===== config.mk =====
export PLATFORM = sky130hd
export DESIGN_NAME = pulse_filter_nch
export DESIGN_NICKNAME = d
export VERILOG_FILES = /design/src/rtl/pulse_filter_nch.sv
export SDC_FILE = /design/constraint.sdc
export NUM_CORES = 2
export LEC_CHECK = 0
export CORE_AREA = 2 2 626 379
export DETAILED_ROUTE_END_ITERATION = 8
export DIE_AREA = 0 0 628 381
export PLACE_DENSITY = 0.48
export SLEW_MARGIN = 20
export SYNTH_ARGS = -nofsm -noshare
export SYNTH_HDL_FRONTEND = slang
export SYNTH_SLANG_ARGS = --single-unit
export TNS_END_PERCENT = 1

===== constraint.sdc =====
create_clock -name clk_20m -period 4.3 [get_ports clk_20m]
set_input_delay 1.075 -clock clk_20m [delete_from_list [all_inputs] [get_ports clk_20m]]
set_output_delay 1.075 -clock clk_20m [all_outputs]
set_load 0.02 [all_outputs]

===== src/rtl/pulse_filter_nch.sv =====
// Multi-channel pulse/debounce filter.
// Each raw input is synchronised, then a per-channel counter must see the
// new level for thr+1 consecutive cycles before the registered output
// follows it. Accepted changes raise one-cycle rise/fall strobes and a
// sticky change flag; the masked flags are ORed into a registered irq.
// No valid/ready handshake: every output is a plain registered level or
// one-cycle strobe, valid on every clock.
module pulse_filter_nch #(
    parameter int CH    = 32,
    parameter int CNT_W = 22
) (
    input  logic             clk_20m,
    input  logic             rst,
    input  logic [CH-1:0]    pulse_in,
    input  logic [CH-1:0]    ch_en,
    input  logic             bypass,
    input  logic [CNT_W-1:0] rise_cfg,
    input  logic [CNT_W-1:0] fall_cfg,
    input  logic [CH-1:0]    chg_clr,
    input  logic [CH-1:0]    irq_en,
    output logic [CH-1:0]    pulse_out,
    output logic [CH-1:0]    rise_pulse,
    output logic [CH-1:0]    fall_pulse,
    output logic [CH-1:0]    chg_flag,
    output logic             irq
);

    logic [CH-1:0]    s1_q;
    logic [CH-1:0]    s2_q;
    logic [CNT_W-1:0] cnt_q [CH];
    logic [CNT_W-1:0] cnt_d [CH];
    logic [CH-1:0]    out_q;
    logic [CH-1:0]    out_d;
    logic [CH-1:0]    rise_q;
    logic [CH-1:0]    rise_d;
    logic [CH-1:0]    fall_q;
    logic [CH-1:0]    fall_d;
    logic [CH-1:0]    flag_q;
    logic [CH-1:0]    flag_d;
    logic [CH-1:0]    accept;
    logic             irq_q;
    logic             irq_d;

    // Two-flop synchroniser on every raw input; nothing else sees pulse_in.
    always_ff @(posedge clk_20m) begin
        if (rst) begin
            s1_q <= '0;
            s2_q <= '0;
        end else begin
            s1_q <= pulse_in;
            s2_q <= s1_q;
        end
    end

    // Per-channel filter decision, events, sticky flags and irq next state.
    // The counter only runs while the synchronised level differs from the
    // output and the count is below the live threshold, so it cannot wrap.
    always_comb begin
        for (int i = 0; i < CH; i++) begin
            cnt_d[i]  = '0;
            out_d[i]  = out_q[i];
            accept[i] = 1'b0;
            if (ch_en[i]) begin
                if (bypass) begin
                    out_d[i]  = s2_q[i];
                    accept[i] = (s2_q[i] != out_q[i]);
                end else if (s2_q[i] != out_q[i]) begin
                    if (cnt_q[i] >= (s2_q[i] ? rise_cfg : fall_cfg)) begin
                        out_d[i]  = s2_q[i];
                        accept[i] = 1'b1;
                    end else begin
                        cnt_d[i] = cnt_q[i] + 1'b1;
                    end
                end
            end
        end
        rise_d = accept & s2_q;
        fall_d = accept & ~s2_q;
        // A set on the same edge as a clear wins.
        flag_d = (flag_q & ~chg_clr) | accept;
        irq_d  = |(flag_q & irq_en);
    end

    // Filter state, strobes, flags and irq registers.
    always_ff @(posedge clk_20m) begin
        if (rst) begin
            for (int i = 0; i < CH; i++) begin
                cnt_q[i] <= '0;
            end
            out_q  <= '0;
            rise_q <= '0;
            fall_q <= '0;
            flag_q <= '0;
            irq_q  <= 1'b0;
        end else begin
            for (int i = 0; i < CH; i++) begin
                cnt_q[i] <= cnt_d[i];
            end
            out_q  <= out_d;
            rise_q <= rise_d;
            fall_q <= fall_d;
            flag_q <= flag_d;
            irq_q  <= irq_d;
        end
    end

    assign pulse_out  = out_q;
    assign rise_pulse = rise_q;
    assign fall_pulse = fall_q;
    assign chg_flag   = flag_q;
    assign irq        = irq_q;

endmodule


== After elaboration in Yosys (flattened, before gate mapping) ==
Memories as Yosys holds them, arrays and structs flattened.
Index checks and enable logic that the tools add are counted.
Word-level totals
  bits of input ports: 175
  word-level logic and storage cells: 690
  memories: 1
  output and inout port bits: 129
  bits in writable memories: 704
  register bits after elaboration: 193
Memories
  cnt_q: words 32, width 22, read ports 32, clocked after memory_dff 0, write ports 32, line 30  | logic [CNT_W-1:0] cnt_q [CH];
Operators by class
  magnitude comparators: 32
  equality and inequality tests: 32
  multiplexer cells: 419
  $add $sub $neg: 32
  reduce and logical (&&, ||, !) cells: 97
  bitwise logic cells: 39
Operator list (number)
  $mux W22: 192
  $add A22 B1 Y22 const B: 32
  $ge A22 B22 Y1: 32
  $mux W1: 227
  $and A32 B32 Y32: 4
  $reduce_bool A2 Y1: 64
  $reduce_and A3 Y1: 32
  $not A32 Y32: 2
  $ne A1 B1 Y1: 32
  $or A1 B1 Y1: 32
  $or A32 B32 Y32: 1
  $reduce_or A32 Y1: 1

== Logic depth before layout (Yosys ltp) ==
  depth in word-level cells: 7
  depth in mapped cells: 11

== Worst setup path before layout ==
No wires, ideal clock.
  path kind: input -> register
  from: input rise_cfg[19]
  to: memory cnt_q[13][13] (netlist: cnt_q[0][299])
  path buffers: 2
  setup time: 0.064 ns
  required time: 4.236 ns
  path slack: 0.902 ns
  arrival: 3.334 ns
  stages: 10
  cell sequence: clkbuf_1 -> mux2i_1 -> ha_1 -> a21o_1 -> a21o_1 -> a211o_1 -> a31o_2 -> or4_4 -> buf_6 -> nor2_1
RTL lines
  start, declared: line 17  | input logic [CNT_W-1:0] rise_cfg,
  end, declared: line 30

== Worst setup path in the final report ==
  from: input fall_cfg[19]
  to: register fall_q[16] (netlist: fall_pulse[16])
On the way
  longest elaborated chain between the ends: 7
RTL lines
  start, declared: line 18  | input logic [CNT_W-1:0] fall_cfg,
  $mux W22: line 68  | if (cnt_q[i] >= (s2_q[i] ? rise_cfg : fall_cfg)) begin
  $ge A22 B22 Y1: line 68
  $mux W1: line 68
  $mux W1: line 67  | end else if (s2_q[i] != out_q[i]) begin
  $mux W1: line 64  | if (bypass) begin
  $mux W1: line 63  | if (ch_en[i]) begin
  $and A32 B32 Y32: line 78  | fall_d = accept & ~s2_q;
  end signal, assigned: line 101  | fall_q <= fall_d;
  end, declared: line 36  | logic [CH-1:0] fall_q;
Every way passes these cells.
A chain may end at the register's enable or synchronous reset.

==> flow_summary.json <==
{
  "critPathLaunchType": "input pin",
  "cts_hold_buf": 0,
  "slowest_stage": "nor3_1",
  "clock_skew_ns": 0.0336,
  "ys_warn_count": 0,
  "place_area_mm2": 0.0662,
  "routed-wl-met3_mm": 13.8,
  "grt_pass1_wl_mm": 337,
  "grt_overflow": 0,
  "criticalPathCategory": "input pin to register",
  "peakVddDrop_v": 0.000328,
  "die_h_um": 381,
  "crit_top_cell": "nand3_1",
  "io-pin-count": 304,
  "synth_top_area_share_pct": 30.9,
  "total_power_mw": 20.2,
  "nNetsFinal": 7836,
  "dp_cells": 9969,
  "synth_seq_area_share_pct": 30.9,
  "crit_path_end_kind": "register",
  "hold_violations": 0,
  "fin_cells": 10175,
  "cts-resized-gates": 0,
  "worst_pin_slew_ns": 1.11,
  "synth.avg_cell_area_um2": 8.81,
  "power.density_mw_per_mm2": 289,
  "synth_edf_count": 0,
  "synth_top_area_cell": "dfxtp_1",
  "post-cts-setup-buffers": 0,
  "cp.required_ns": 4.88,
  "pre_cts_slack_ns": -0.207,
  "p_clk_share_pct": 46.4,
  "power.net_switching_mw": 5.67,
  "routedWlPerCell_um": 22.9,
  "synthTopCellsByCount": "nor2_1, dfxtp_1, ha_1, mux2i_1, xor2_1",
  "drive_gt1_share_pct": 7.44,
  "wirelength_met1_mm": 110,
  "antenna_left": 0,
  "dpl.hpwl_mm": 167,
  "dieArea_mm2": 0.239,
  "max_slew_margin_pct": 25.8,
  "status": "completed",
  "coreArea_mm2": 0.234,
  "dr_total_vias": 50272,
  "die_x_um": 628,
  "top_layer": "met5",
  "cts_tree": "yes",
  "cts_inserted_buffers": 104,
  "grt_pass1_vias": 47664,
  "clock_path_buffers": 3,
  "track_usage_pct": 18.9,
  "routed_wl_mm": 233,
  "cp_top_family": "simple AND/OR/NAND/NOR gates",
  "cts-root-buf": "clkbuf_16",
  "finish.instance_area_mm2": 0.0698,
  "grt_max_degree": 70,
  "route.detailed.drc": 0,
  "drt_iter0_markers": 4334,
  "fin_crit_ns": 3.75,
  "power.share.combinational_pct": 11.8,
  "setup_viol": 0,
  "seqPwrFrac_pct": 41.9,
  "drv_slew": 0,
  "syn_to_final_growth_pct": 20.1,
  "synth_ff_type": "dfxtp_1",
  "fmax_mhz": 267,
  "synth-async-reset-ratio_pct": 0,
  "arrival_ns": 4.33,
  "critical_path_buf_inv_count": 2,
  "rows": 138,
  "cts.reportedPaths.clkPinSlew_ns": 0.06,
  "synth_area_mm2": 0.0581,
  "synth_nets": 7503,
  "worstHoldPathType": "register to register",
  "p_int_mw": 14.5,
  "drtPass1Iterations": 6,
  "switching_share_pct": 28.1,
  "worst_slack_ns": 0.551,
  "tns_ns": 0,
  "antenna_found_initial": 22,
  "vias_per_cell": 4.94,
  "yosys-top-cells-area": "dfxtp_1, ha_1, mux2i_1",
  "dr_wl_met2_mm": 98.1,
  "cp_cell_sequence": "buf_2 > buf_12 > mux2i_1 > ha_1 > nand4_1 > nor4_1 > nand3_1 > o2111ai_1 > nand3_1 > nor3_1",
  "cap_violations": 0,
  "synth_most_common_cell": "nor2_1",
  "ys_types": 66,
  "port_buffers": 303,
  "ys_ff_latch": 897,
  "rsz0062_at_grt": "no",
  "initial_core_util_pct": 24.8,
  "gp_congestion": 0.872,
  "syn_inst": 6592,
  "cts.sinks": 897,
  "fin_crit_sh_pct": 87.2,
  "cts_max_level": 3,
  "clk-insertion-delay-late_ns": 0.73,
  "crit_fanout": 19,
  "p_leak_nw": 26.2,
  "slowest_delay_ns": 0.47
}
power by group through the flow:
stage	registers [mW]	logic [mW]	clock network (mW)
2_1_floorplan	8.58	1.19	0
3_3_place_gp	8.63	2.31	0
3_5_place_dp	8.63	2.35	0
4_1_cts	8.45	2.36	9.62
5_1_grt	8.45	2.53	9.93
6_report	8.44	2.37	9.35
cell type report:
type	instances	area, µm²
Inverter	128	483
Clock inverter	45	459
Sequential cell	897	18000
Tap cell	3150	3940
Multi-Input combinational cell	5241	38400
Antenna cell	11	27.5
Clock buffer	150	3040
Fill cell	24464	164000
Timing Repair Buffer	553	5460
path summary, 6_finish.rpt:
check | startpoint | end | slack (ns) | depth (start not counted)
hold reg to reg | s1_q[7] | s2_q[7] | 0.43 | 1
setup reg to reg | s2_q[11] | chg_flag[11] | 0.69 | 9
hold / removal | s1_q[7] | s2_q[7] | 0.43 | 1
setup / recovery | fall_cfg[19] | fall_pulse[16] | 0.55 | 10
cell usage in the layout, fill, tap and decap left out, drive strengths merged, types with 258 or more instances in the layout:
| master | Yosys | routed |
|---|---|---|
| nand2 | 387 | 387 |
| clkdlybuf4s50 | 0 | 258 |
| mux2i | 680 | 680 |
| ha | 736 | 736 |
| buf | 38 | 295 |
| dfxtp | 897 | 897 |
| a21oi | 258 | 258 |
| xor2 | 429 | 429 |
| nor2 | 911 | 911 |
| nand3 | 345 | 345 |
metrics by stage:
step / util [%] / hold WS, ns
2_1_floorplan: - / 0.414
4_1_cts: 29.8 / 0.430
3_3_place_gp: 28.3 / 0.424
3_5_place_dp: 28.3 / 0.424
6_report: 29.8 / 0.425
5_1_grt: 29.8 / 0.444
sequential cells by signal, indices dropped and copies added, names as in the netlist:
register	flops
irq	1
rise_pulse	32
pulse_out	32
s2_q	32
cnt_q	704
fall_pulse	32
s1_q	32
chg_flag	32
cell families (layout without fill, tap and decap cells):
logic type,after synthesis,count (layout),share of synthesized area [%]
compound gates,692,692,7.75
fa+ha+maj,736,736,15.9
xor+xnor,664,664,10.0
flops,897,897,30.9
mux,712,712,12.3
other cells,0,11,0
simple gates,2437,2437,20.1
buf+inv,454,876,3.01
worst register-to-register path, delay by kind of cell (launching register included):
kind,cells,cell delay [ns]
compound gates,5,0.89
fa+ha+maj,1,0.40
mux,1,0.87
buf+inv,1,0.20
simple gates,1,0.20
flops,1,0.89
routing by layer:
metal,global-route usage (%),vias up
met5,0,-
met4,8.27,2
met3,2.79,401
met2,28.4,1510
met1,26.6,24210
li1,-,24149
(Power assumes the default switching activity.)
